===== src/rtl/mem_stage_pkg.sv =====
// Shared types for the RV64 memory-access stage: access-size and FSM encodings,
// the execute/write-back bundles and the byte-lane helper functions.
package mem_stage_pkg;

   localparam int XLEN = 64;

   typedef enum logic [1:0] {
      SZ_B = 2'b00,
      SZ_H = 2'b01,
      SZ_W = 2'b10,
      SZ_D = 2'b11
   } mem_size_e;

   typedef enum logic [1:0] {
      IDLE = 2'b00,
      REQ  = 2'b01,
      WAIT = 2'b10
   } mem_state_e;

   typedef struct packed {
      logic            is_load;
      logic            is_store;
      mem_size_e       size;
      logic            is_unsigned;
      logic [XLEN-1:0] addr;
      logic [XLEN-1:0] wdata;
      logic [4:0]      rd_addr;
      logic            rd_w_ena;
   } ex_mem_packet_t;

   typedef struct packed {
      logic            valid;
      logic [4:0]      rd_addr;
      logic            rd_w_ena;
      logic [XLEN-1:0] data;
   } mem_wb_packet_t;

   // Address bits that must be zero for a naturally aligned access of this size.
   function automatic logic [2:0] size_low_mask(input mem_size_e size);
      case (size)
         SZ_B:    size_low_mask = 3'b000;
         SZ_H:    size_low_mask = 3'b001;
         SZ_W:    size_low_mask = 3'b011;
         SZ_D:    size_low_mask = 3'b111;
         default: size_low_mask = 3'b111;
      endcase
   endfunction

   function automatic logic [7:0] store_mask(input mem_size_e size, input logic [2:0] off);
      case (size)
         SZ_B:    store_mask = 8'h01 << off;
         SZ_H:    store_mask = 8'h03 << off;
         SZ_W:    store_mask = 8'h0F << off;
         SZ_D:    store_mask = 8'hFF;
         default: store_mask = 8'hFF;
      endcase
   endfunction

endpackage


===== src/rtl/mem_stage_load_align.sv =====
// Combinational load aligner: shifts the addressed lanes down, truncates to the
// access size and sign- or zero-extends to 64 bits. Kept standalone for cache reuse.
module load_align
   import mem_stage_pkg::*;
(
   input  logic [63:0] rdata,
   input  logic [2:0]  off,
   input  mem_size_e   size,
   input  logic        is_unsigned,
   output logic [63:0] data
);

   logic [63:0] shifted;

   assign shifted = rdata >> {off, 3'b000};

   // Truncate to the access size and extend.
   always_comb begin
      data = shifted;
      case (size)
         SZ_B:    data = is_unsigned ? {56'd0, shifted[7:0]}  : {{56{shifted[7]}},  shifted[7:0]};
         SZ_H:    data = is_unsigned ? {48'd0, shifted[15:0]} : {{48{shifted[15]}}, shifted[15:0]};
         SZ_W:    data = is_unsigned ? {32'd0, shifted[31:0]} : {{32{shifted[31]}}, shifted[31:0]};
         SZ_D:    data = shifted;
         default: data = shifted;
      endcase
   end

endmodule


===== src/rtl/mem_stage.sv =====
// RV64 memory-access stage: pass-through, loads and stores over a req/gnt/rvalid port.
// Define MISALIGN_TRAP_EN to trap misaligned accesses instead of aligning them down.
module mem_stage
   import mem_stage_pkg::*;
#(
   parameter int DATA_WIDTH = 64,
   parameter int ADDR_WIDTH = 64
) (
   input  logic                  clk,
   input  logic                  rst,
   input  logic                  ex_valid,
   output logic                  ex_ready,
   input  logic                  ex_is_load,
   input  logic                  ex_is_store,
   input  logic [1:0]            ex_size,
   input  logic                  ex_unsigned,
   input  logic [ADDR_WIDTH-1:0] ex_result,
   input  logic [DATA_WIDTH-1:0] ex_wdata,
   input  logic [4:0]            ex_rd_addr,
   input  logic                  ex_rd_w_ena,
   output logic                  dmem_req,
   output logic                  dmem_we,
   output logic [ADDR_WIDTH-1:0] dmem_addr,
   output logic [DATA_WIDTH-1:0] dmem_wdata,
   output logic [7:0]            dmem_wmask,
   input  logic                  dmem_gnt,
   input  logic                  dmem_rvalid,
   input  logic [DATA_WIDTH-1:0] dmem_rdata,
   output logic                  wb_valid,
   output logic [4:0]            wb_rd_addr,
   output logic                  wb_rd_w_ena,
   output logic [DATA_WIDTH-1:0] wb_data,
   output logic                  misalign
);

   ex_mem_packet_t ex_pkt_s;
   mem_wb_packet_t wb_r;
   mem_state_e     state_r;

   logic           is_store_r;
   mem_size_e      size_r;
   logic           uns_r;
   logic [2:0]     off_r;
   logic [4:0]     rd_addr_r;
   logic           rd_w_ena_r;
   logic           dmem_req_r;
   logic           dmem_we_r;
   logic [ADDR_WIDTH-1:0] dmem_addr_r;
   logic [DATA_WIDTH-1:0] dmem_wdata_r;
   logic [7:0]     dmem_wmask_r;
   logic           misalign_r;

   logic           mem_op_s;
   logic           misal_s;
   logic [2:0]     off_s;
   logic [63:0]    load_data_s;

   // Bundle the execute inputs.
   always_comb begin
      ex_pkt_s.is_load     = ex_is_load;
      ex_pkt_s.is_store    = ex_is_store;
      ex_pkt_s.size        = mem_size_e'(ex_size);
      ex_pkt_s.is_unsigned = ex_unsigned;
      ex_pkt_s.addr        = ex_result;
      ex_pkt_s.wdata       = ex_wdata;
      ex_pkt_s.rd_addr     = ex_rd_addr;
      ex_pkt_s.rd_w_ena    = ex_rd_w_ena;
   end

   assign mem_op_s = ex_pkt_s.is_load | ex_pkt_s.is_store;
   assign ex_ready = (state_r == IDLE);

   // Lane offset is aligned down to the access size; misalignment detected only when trapping.
   always_comb begin
      off_s   = ex_pkt_s.addr[2:0] & ~size_low_mask(ex_pkt_s.size);
`ifdef MISALIGN_TRAP_EN
      misal_s = mem_op_s && ((ex_pkt_s.addr[2:0] & size_low_mask(ex_pkt_s.size)) != 3'b000);
`else
      misal_s = 1'b0;
`endif
   end

   load_align u_load_align (
      .rdata       (dmem_rdata),
      .off         (off_r),
      .size        (size_r),
      .is_unsigned (uns_r),
      .data        (load_data_s)
   );

   // Stage FSM with registered memory-port and write-back outputs.
   always_ff @(posedge clk or negedge rst) begin
      if (!rst) begin
         state_r      <= IDLE;
         is_store_r   <= 1'b0;
         size_r       <= SZ_B;
         uns_r        <= 1'b0;
         off_r        <= 3'd0;
         rd_addr_r    <= 5'd0;
         rd_w_ena_r   <= 1'b0;
         dmem_req_r   <= 1'b0;
         dmem_we_r    <= 1'b0;
         dmem_addr_r  <= {ADDR_WIDTH{1'b0}};
         dmem_wdata_r <= {DATA_WIDTH{1'b0}};
         dmem_wmask_r <= 8'h00;
         misalign_r   <= 1'b0;
         wb_r.valid   <= 1'b0;
         wb_r.rd_addr <= 5'd0;
         wb_r.rd_w_ena <= 1'b0;
         wb_r.data    <= 64'd0;
      end else begin
         wb_r.valid <= 1'b0;
         misalign_r <= 1'b0;
         case (state_r)
            IDLE: begin
               if (ex_valid) begin
                  if (!mem_op_s) begin
                     wb_r.valid    <= 1'b1;
                     wb_r.rd_addr  <= ex_pkt_s.rd_addr;
                     wb_r.rd_w_ena <= ex_pkt_s.rd_w_ena && (ex_pkt_s.rd_addr != 5'd0);
                     wb_r.data     <= ex_pkt_s.addr;
                  end else if (misal_s) begin
                     wb_r.valid    <= 1'b1;
                     wb_r.rd_addr  <= ex_pkt_s.rd_addr;
                     wb_r.rd_w_ena <= 1'b0;
                     wb_r.data     <= 64'd0;
                     misalign_r    <= 1'b1;
                  end else begin
                     is_store_r   <= ex_pkt_s.is_store;
                     size_r       <= ex_pkt_s.size;
                     uns_r        <= ex_pkt_s.is_unsigned;
                     off_r        <= off_s;
                     rd_addr_r    <= ex_pkt_s.rd_addr;
                     rd_w_ena_r   <= ex_pkt_s.rd_w_ena && (ex_pkt_s.rd_addr != 5'd0);
                     dmem_req_r   <= 1'b1;
                     dmem_we_r    <= ex_pkt_s.is_store;
                     dmem_addr_r  <= {ex_pkt_s.addr[ADDR_WIDTH-1:3], 3'b000};
                     dmem_wmask_r <= store_mask(ex_pkt_s.size, off_s);
                     dmem_wdata_r <= ex_pkt_s.wdata << {off_s, 3'b000};
                     state_r      <= REQ;
                  end
               end
            end
            REQ: begin
               if (dmem_gnt) begin
                  dmem_req_r <= 1'b0;
                  if (is_store_r) begin
                     wb_r.valid    <= 1'b1;
                     wb_r.rd_addr  <= rd_addr_r;
                     wb_r.rd_w_ena <= 1'b0;
                     wb_r.data     <= 64'd0;
                     state_r       <= IDLE;
                  end else begin
                     state_r <= WAIT;
                  end
               end
            end
            WAIT: begin
               if (dmem_rvalid) begin
                  wb_r.valid    <= 1'b1;
                  wb_r.rd_addr  <= rd_addr_r;
                  wb_r.rd_w_ena <= rd_w_ena_r;
                  wb_r.data     <= load_data_s;
                  state_r       <= IDLE;
               end
            end
            default: state_r <= IDLE;
         endcase
      end
   end

   assign dmem_req    = dmem_req_r;
   assign dmem_we     = dmem_we_r;
   assign dmem_addr   = dmem_addr_r;
   assign dmem_wdata  = dmem_wdata_r;
   assign dmem_wmask  = dmem_wmask_r;
   assign wb_valid    = wb_r.valid;
   assign wb_rd_addr  = wb_r.rd_addr;
   assign wb_rd_w_ena = wb_r.rd_w_ena;
   assign wb_data     = wb_r.data;
   assign misalign    = misalign_r;

endmodule


===== config.mk =====
export PLATFORM = sky130hd
export DESIGN_NAME = mem_stage
export DESIGN_NICKNAME = d
export VERILOG_FILES = /design/src/rtl/mem_stage_pkg.sv /design/src/rtl/mem_stage_load_align.sv /design/src/rtl/mem_stage.sv
export SDC_FILE = /design/constraint.sdc
export NUM_CORES = 1
export LEC_CHECK = 0
export CAP_MARGIN = 20
export CORE_MARGIN = 2
export CORE_UTILIZATION = 48
export CTS_CLUSTER_DIAMETER = 200
export DETAILED_ROUTE_END_ITERATION = 16
export PLACE_DENSITY = 0.82
export SETUP_SLACK_MARGIN = 0.1
export SKIP_CTS_REPAIR_TIMING = 1
export SLEW_MARGIN = 10
export SYNTH_ARGS = -nofsm -noshare
export SYNTH_HDL_FRONTEND = slang
export SYNTH_HIERARCHICAL = 1
export SYNTH_SLANG_ARGS = --single-unit

===== constraint.sdc =====
create_clock -name clk -period 2.1 [get_ports clk]
set_clock_uncertainty 0.05 [all_clocks]
set_input_delay 0.315 -clock clk [delete_from_list [all_inputs] [get_ports clk]]
set_output_delay 0.315 -clock clk [all_outputs]
set_load 0.01 [all_outputs]

==> results.txt <==
DIE WIDTH - 172 um
Flop2flop setup slack - 0.07 ns
Via-to-Cell Ratio - 5.91
Synthesis-stage register bit count - 220
Fmax - 493 MHz
Hpwl dp - 40000 um
Gr usage total - 34.9%
Area share of the largest cell type after synthesis - 40.8%
Gpl congestion - 0.978
Area growth from synthesis to layout - 48.1%
Grt ovf - 0
Worst Hold Class - in -> async
Vias in the first global route - 13644
Final setup vio count - 0
NetSw - 0.0108 W
Async SR Flop Fraction - 100%
Post-synth top cells - 465 x nand2_1, 220 x dfrtp_1, 100 x o21ai_0
Core area - 27700 sq um
WP data required - 2.49 ns
PwrDens - 1370 nW/um^2
I/O pin count - 419
Ys flop type - dfrtp_1
Sw frac - 39.6%
Yosys warning count - 6
CTS root buffer - clkbuf_16
Int Pwr - 0.0165 W
Worst-path fanout max - 10
DR WL/cell - 22.7 um
Register-to-Register Path Depth - 9
Synth area leader - dfrtp_1
Clock Tree Buf Depth - 3
Setup TNS - 0 ns
Part of the power in the clock network - 14.9%
Final min period - 2.03 ns
Number of synthesized flops with an enable pin - 0
Placed insts - 2295
RSZ-0062 raised after global routing - yes
Final nets - 2166
Fin crit share - 96.6%
First-pass detailed-route iteration total - 6
Post-synthesis sequential area ratio - 40.8%
Worst Path Class, Setup - reg -> reg
Gate power share - 55.9%
Routed WL - 53300 um
DR vias - 13894
Share of cells above drive strength 1 - 20.9%
Leak Pwr - 8.44 nW
Top cells by area, synth - dfrtp_1 41%, nand2_1 13%, mux4_2 6.3%
Post-synth cell types - 64
Die footprint - 29500 sq um
MaxCap Viol Count - 0
Starting density of the core - 48.7%
Clk pin slew, worst setup/hold paths - 0.06 ns
Clk sink count - 220
Worst setup EP type - flip-flop
CTS tree - yes
RR Endpoint - wb_data[33]$_DFFE_PN0P_
Mapped cell area - 13500 sq um
RR Startpoint - off_r[1]$_DFFE_PN0P_
Relative slew margins - 43.1%
Syn_area_per_cell - 9.11 sq um
Largest net degree at the start of global routing - 65
Status - finished, final reports clean
Final hold vios - 0
VDD IR max - 0.672 mV
Most numerous cell in the Yosys netlist - nand2_1
Type of origin of the critical path - flip-flop
Fin util - 72.1%
DRC Markers - 0
H-tree depth - 1
Critical Path AT - 2.41 ns
Seq pwr share - 29.1%
PortBufs - 414
Max-slew violation count - 0
Skew-Pair Late Insertion Delay - 0.52 ns
TritonCTS Buffers - 24
First-pass GRT wire length - 78700 um
Initial antenna violation count - 2
DRT antenna net count - 0
Worst slew pin tran - 0.851 ns
Total power - 0.0273 W
Rows - 61
Initial drt markers - 1210
Final std cells w/o fill - 2349
Post-Syn Instances - 1482
Die H - 172 um
[layer usage]
metal	share of wire [%]	up-vias	track usage [%]
met4	6.5	0	19.7
met1	36	6724	42.0
li1	-	6131	-
met3	9.9	166	7.36
met5	0	-	0
met2	48	873	58.0
[sequential cells by signal, indices dropped and copies added (netlist names), 2 cells and up]
| register | flops |
|---|---|
| size_r | 2 |
| wb_data | 64 |
| dmem_wdata | 64 |
| state_r | 2 |
| dmem_addr | 61 |
| off_r | 3 |
| dmem_wmask | 8 |
| rd_addr_r | 5 |
| wb_rd_addr | 5 |
[layout by cell type (no fill, tap or decap), drive strengths merged, types with 4 or more instances in the layout]
master | netlist | routed
nor2b | 5 | 5
a22oi | 21 | 21
inv | 7 | 7
a22o | 25 | 25
a32oi | 20 | 20
clkdlybuf4s50 | 0 | 411
a21oi | 101 | 101
conb | 1 | 4
clkbuf | 31 | 43
a31oi | 10 | 10
mux4 | 38 | 38
o2bb2ai | 8 | 8
a32o | 7 | 7
o211ai | 10 | 10
o21ba | 4 | 4
o21ai | 110 | 110
mux2i | 49 | 49
o31ai | 8 | 8
nand3 | 38 | 38
a221oi | 8 | 8
buf | 99 | 155
nor2 | 102 | 102
nand4 | 33 | 33
dfrtp | 220 | 220
nand2 | 465 | 465
nor3 | 5 | 5
nand2b | 7 | 7
mux2 | 24 | 24
[per-stage QoR]
stage	hold WS (ns)	cell area (sq um)	setup slack, ns
4_1_cts	-0.318	19600	-0.107
3_5_place_dp	0.232	18900	-0.380
6_report	0.260	20000	0.0723
5_1_grt	0.295	20000	0.0150
2_1_floorplan	-0.0306	13500	0.296
3_3_place_gp	0.233	18900	-0.287
[worst max-delay path, cell delays in order (launching register included)]
cell and delay [ns]:
dfrtp_2 0.49, buf_4 0.17, mux2i_1 0.12, a22oi_2 0.22
o2111ai_4 0.17, buf_12 0.19, clkbuf_16 0.17, nand4_1 0.07
nand2_1 0.10, a21oi_2 0.19
[how the worst max path moves through the flow]
stage,cells after the start,endpoint,slack [ns],from
3_5_place_dp,8,dmem_wdata[63]$_DFFE_PN0P_,-0.38,ex_size[1]
2_1_floorplan,8,dmem_wdata[54]$_DFFE_PN0P_,0.30,ex_size[0]
3_3_place_gp,8,dmem_wdata[63]$_DFFE_PN0P_,-0.29,ex_size[1]
4_1_cts,2,ex_ready,-0.11,state_r[1]$_DFFE_PN0P_
5_1_grt,9,wb_data[33]$_DFFE_PN0P_,0.02,off_r[1]$_DFFE_PN0P_
6_report,9,wb_data[33]$_DFFE_PN0P_,0.07,off_r[1]$_DFFE_PN0P_
[cell type report]
| type | instances | area (sq um) |
|---|---|---|
| inverters | 7 | 28.8 |
| clock inverters | 2 | 21.3 |
| fillers | 2057 | 7720 |
| flip-flops and latches | 220 | 5510 |
| repair buffers | 574 | 5900 |
| multi-input cells | 1128 | 7320 |
| well taps | 378 | 473 |
| diodes | 2 | 5.00 |
| clock buffers | 38 | 723 |
[kinds of logic (layout without fill, tap and decap cells)]
logic type / Yosys count / in the layout / share of synthesized area (%)
other cells: 1 / 6 / 0.0278
fa+ha+maj: 3 / 3 / 0.278
buf+inv: 137 / 621 / 6.28
compound gates: 342 / 342 / 17.2
flops: 220 / 220 / 40.8
simple gates: 668 / 668 / 23.4
mux: 111 / 111 / 12.0
[power groups by stage]
| stage | sequential (W) | combinational, W | clock (W) |
|---|---|---|---|
| after floorplan | 0.00848 | 0.00683 | 0 |
| after global placement | 0.00793 | 0.0143 | 0 |
| after detailed placement | 0.00793 | 0.0146 | 0 |
| after CTS | 0.00793 | 0.0147 | 0.00413 |
| after global routing | 0.00816 | 0.0164 | 0.00433 |
| final | 0.00796 | 0.0153 | 0.00408 |
(Power assumes the default switching activity.)
